File: src/rtl/mul4_seq.sv
`default_nettype none
// ============================================================================
//  Module      : mul4_seq
//  Description : 4x4 unsigned sequential shift-add multiplier. One operand
//                pair is captured on start, four BUSY iterations produce the
//                8-bit product, then a one-cycle DONE state pulses done.
//                Optional build macro MUL4_SEQ_ZERO_SKIP_EN: a start with a
//                zero operand bypasses BUSY and goes straight to DONE.
//  Revision    : 1.0 - initial release
// ============================================================================
module mul4_seq (
    input  logic       clk,
    input  logic       rst,
    input  logic       start,
    input  logic [3:0] a,
    input  logic [3:0] b,
    output logic [7:0] product,
    output logic       busy,
    output logic       done
);

    localparam logic [1:0] c_LAST_ITER = 2'd3;

    typedef enum logic [1:0] {
        S_IDLE = 2'd0,
        S_BUSY = 2'd1,
        S_DONE = 2'd2
    } state_t;

    state_t      r_state;
    state_t      w_state_next;
    logic [3:0]  r_mcand;
    logic [7:0]  r_p;
    logic [1:0]  r_cnt;
    logic [7:0]  r_product;

    logic [4:0]  w_sum;
    logic [7:0]  w_p_next;
    logic        w_last;
    logic        w_zero_skip;

    // One shift-add step: the upper half of P accumulates the multiplicand
    // (with carry kept as the new MSB) when the current multiplier bit is set.
    always_comb begin
        w_sum    = {1'b0, r_p[7:4]} + {1'b0, r_mcand};
        w_p_next = r_p[0] ? {w_sum, r_p[3:1]} : {1'b0, r_p[7:1]};
        w_last   = (r_cnt == c_LAST_ITER);
`ifdef MUL4_SEQ_ZERO_SKIP_EN
        w_zero_skip = (a == 4'd0) || (b == 4'd0);
`else
        w_zero_skip = 1'b0;
`endif
    end

    // State register; reset wins over everything else.
    always_ff @(posedge clk) begin
        if (rst) begin
            r_state <= S_IDLE;
        end else begin
            r_state <= w_state_next;
        end
    end

    // Next-state decode and state-derived status outputs.
    always_comb begin
        w_state_next = r_state;
        busy         = 1'b0;
        done         = 1'b0;
        case (r_state)
            S_IDLE: begin
                if (start) begin
                    w_state_next = w_zero_skip ? S_DONE : S_BUSY;
                end
            end
            S_BUSY: begin
                busy = 1'b1;
                if (w_last) begin
                    w_state_next = S_DONE;
                end
            end
            S_DONE: begin
                done         = 1'b1;
                w_state_next = S_IDLE;
            end
            default: begin
                w_state_next = S_IDLE;
            end
        endcase
    end

    // Datapath: operands are captured only on an accepted start, so later
    // changes on a/b cannot disturb the operation in flight.
    always_ff @(posedge clk) begin
        if (rst) begin
            r_mcand   <= 4'd0;
            r_p       <= 8'd0;
            r_cnt     <= 2'd0;
            r_product <= 8'd0;
        end else begin
            case (r_state)
                S_IDLE: begin
                    if (start) begin
                        r_mcand <= a;
                        r_p     <= {4'b0000, b};
                        r_cnt   <= 2'd0;
                        if (w_zero_skip) begin
                            r_product <= 8'd0;
                        end
                    end
                end
                S_BUSY: begin
                    r_p   <= w_p_next;
                    r_cnt <= r_cnt + 2'd1;
                    if (w_last) begin
                        r_product <= w_p_next;
                    end
                end
                default: begin
                end
            endcase
        end
    end

    assign product = r_product;

endmodule
`default_nettype wire
File: config.mk
export PLATFORM = sky130hd
export DESIGN_NAME = mul4_seq
export DESIGN_NICKNAME = d
export VERILOG_FILES = /design/src/rtl/mul4_seq.sv
export SDC_FILE = /design/constraint.sdc
export NUM_CORES = 1
export LEC_CHECK = 0
export CORE_MARGIN = 2
export CORE_UTILIZATION = 45
export DETAILED_ROUTE_END_ITERATION = 7
export GPL_ROUTABILITY_DRIVEN = 0
export GPL_TIMING_DRIVEN = 0
export PLACE_DENSITY = 0.76
export SLEW_MARGIN = 25
export SYNTH_ARGS = -nofsm -noshare
export SYNTH_HDL_FRONTEND = slang
export SYNTH_SLANG_ARGS = --single-unit
File: constraint.sdc
create_clock -name clk -period 2.2 [get_ports clk]
set_input_delay 0.66 -clock clk [delete_from_list [all_inputs] [get_ports clk]]
set_output_delay 0.66 -clock clk [all_outputs]
set_load 0.005 [all_outputs]
==> impl_metrics.yaml <==
pwr:
  p_switching_mw: 0.203
  clockPowerShare_pct: 24.5
  power_density_nw_per_um2: 548
  comb_power_share_pct: 15.3
  swShare_pct: 26.1
  p_seq_share_pct: 60.2
  p_int_mw: 0.572
  power_leakage_nw: 0.575
  vdd_drop_max_mv: 0.352
setup_path:
  critPathKind: "reg -> out"
  cp_data_arrival_time_ps: 1380
  path_max_fanout: 4
  required_ps: 1540
  cp-start-kind: "flip-flop"
  crit_path_end_kind: "output port"
floorplan:
  die_area_um2: 2960
  pin_count: 21
  die_x_um: 54.4
  start_util_pct: 47.0
  die_y_um: 54.4
  core-area_um2: 2430
  row_count: 18
sta:
  worst_pin_slew_ps: 652
  rsz0062_at_grt: "false"
  period_minus_slack_ps: 2040
  fin_crit_sh_pct: 92.6
  setup_violations: 0
  relSlewSlack_pct: 56.3
  final_max_slew_viol_count: 0
  hold_viol_final: 0
  tns_ps: 0
  fin_skew_ps: 2.74
  fmax_mhz: 491
finish:
  nFillCells: 223
  antenna_cells: 0
  seq_area_um2: 483
  syn2layout_area_growth_pct: 23.9
  nNetsFinal: 167
  multi_input_area_um2: 608
  postLayoutCoreUtil_pct: 58.2
  layout-drive-gt1-share_pct: 14.2
run:
  drv_cap: 0
yosys:
  synth_top_family_by_area: "simple AND/OR/NAND/NOR gates"
  synthDistinctLibCells: 39
  synth_top_area_cell: "dfxtp_1"
  seq_area_frac_synth_pct: 42.1
  synth_nets: 141
  synth-simple-area-share_pct: 23.4
  synth.most_common_cell: "dfxtp_1"
  synthMuxAreaShare_pct: 5.26
  syn_area_per_cell_um2: 9.21
  synthTopCellsByArea: "dfxtp_1 (42%), nand2_1 (6.6%), nor2_1 (6.2%)"
  synth_area_um2: 1140
  synthTopCellsByCount: "dfxtp_1 (24), nand2_1 (20), nor2_1 (19)"
  synthArstFlopShare_pct: 0
  synth-main-ff-cell: "dfxtp_1"
  yosys.area_share.xor_xnor_pct: 0.767
  synth_top_area_share_pct: 42.1
  synth_warnings: 0
  synth_compound_area_share_pct: 16.5
  synth_fa_ha_area_share_pct: 7.23
  synthCells: 124
  synth-edff-count: 0
  ys_ff_latch: 24
drt:
  vias: 949
  drt-wirelength-per-cell_um: 12.8
  drc: 0
  wirelength_mm: 2.28
  drtIter0Drc: 10
  first_pass_iters: 4
  ant_nets: 0
  avgViaCountPerCell: 5.33
grt:
  grt_first_pass_wirelength_mm: 3.98
  use_met1_pct: 23.7
  antenna_found_initial: 0
  first_global_vias: 907
  grt.busiest_layer: "met2"
  grt_usage_pct: 18.4
  grt_max_degree: 13
  grt_use_met3_pct: 2.73
  use_met2_pct: 31.1
  gr-total-overflow: 0
clock_network:
  cts.clk_slew.worst_paths_ps: 120
  cts_tree: "yes"
  cts_buffers: 3
  clk_latency_ps: 310
  max-clock-path-buffers: 2
  cts_max_level: 1
  cts_hold_buf: 0
  cts_sinks: 24
  cts_root_buf: "clkbuf_4"
worst_hold_path:
  hold_path.class: "reg -> reg"
place:
  port_buffers: 20
  detailed_place_hpwl_mm: 1.71
status:
  status: "finished clean"
-- cell type report --
class,count,share of cell area (%)
Multi-Input combinational cell,93,43.0
Sequential cell,24,34.1
Buffer,5,2.74
Tap cell,30,2.65
Clock buffer,3,1.59
Timing Repair Buffer,21,14.9
Inverter,2,1.06
-- critical path, cell delays in order (launching register included) --
cell	delay [ps]
dfxtp_2	350
buf_4	110
nor2b_1	110
clkdlybuf4s50_1	500
-- power by group through the flow --
| stage | Combinational (mW) | Sequential [mW] | Clock [mW] |
|---|---|---|---|
| after CTS | 0.120 | 0.466 | 0.198 |
| after detailed placement | 0.119 | 0.476 | 0 |
| after floorplan | 0.0788 | 0.472 | 0 |
| final | 0.118 | 0.466 | 0.190 |
| after global routing | 0.132 | 0.469 | 0.209 |
| after global placement | 0.116 | 0.475 | 0 |
-- per-layer routing --
metal	part of all wire, %	vias up
met5	0	-
met4	1.1	0
met3	4.1	2
met2	48	21
met1	47	446
li1	-	480
-- kinds of logic (layout without fill, tap and decap cells) --
family	count (synthesis)	count (layout)
XOR/XNOR	1	1
flip-flops	24	24
buffers and inverters	7	31
multiplexers	6	6
adder cells (fa/ha/maj)	6	6
AO/OA/AOI/OAI	24	24
AND/OR/NAND/NOR	56	56
-- repair_timing --
action / CTS / global route
setup endpoints to repair: 1 / 1
buffers inserted: 1 / 0
hold endpoints to repair: 0 / 0
gates resized for setup: 1 / 2
pin swaps: 0 / 0
-- sequential cells by signal (all words and copies together) (netlist names) --
signal / flops
r_p: 8
r_mcand: 4
r_state: 2
r_cnt: 2
product: 8
-- path summary, 6_finish.rpt --
kind	depth (start not counted)	slack, ps	start	to
max reg2reg	6	480	r_mcand[0]$_SDFFE_PP0P_	r_p[7]$_SDFFE_PP0P_
min reg2reg	2	470	product[1]$_SDFFE_PP0P_	product[1]$_SDFFE_PP0P_
min	2	470	product[1]$_SDFFE_PP0P_	product[1]$_SDFFE_PP0P_
max	3	160	r_state[1]$_SDFFE_PP0P_	done
-- layout by cell type, fill, tap and decap left out, types with 2 or more instances in the layout --
cell type,count
clkbuf_1,2
nand2b_1,2
nor3_1,2
mux2i_1,6
clkdlybuf4s50_1,19
a21oi_1,7
a311oi_1,3
dfxtp_1,22
dfxtp_2,2
nand2_1,20
nand3b_1,3
clkbuf_4,3
a211oi_2,2
ha_1,5
nor2_1,19
a21o_1,2
nor2_2,2
-- per-stage QoR --
stage	instances	hold slack (ps)	total power [mW]	area (um2)	setup slack (ps)
2_1_floorplan	124	444	0.551	1140	606
3_3_place_gp	174	444	0.591	1380	72.5
3_5_place_dp	174	450	0.595	1380	47.6
4_1_cts	178	467	0.783	1410	0.648
5_1_grt	178	479	0.811	1420	79.4
6_report	178	468	0.775	1420	162
(Power assumes the default switching activity.)
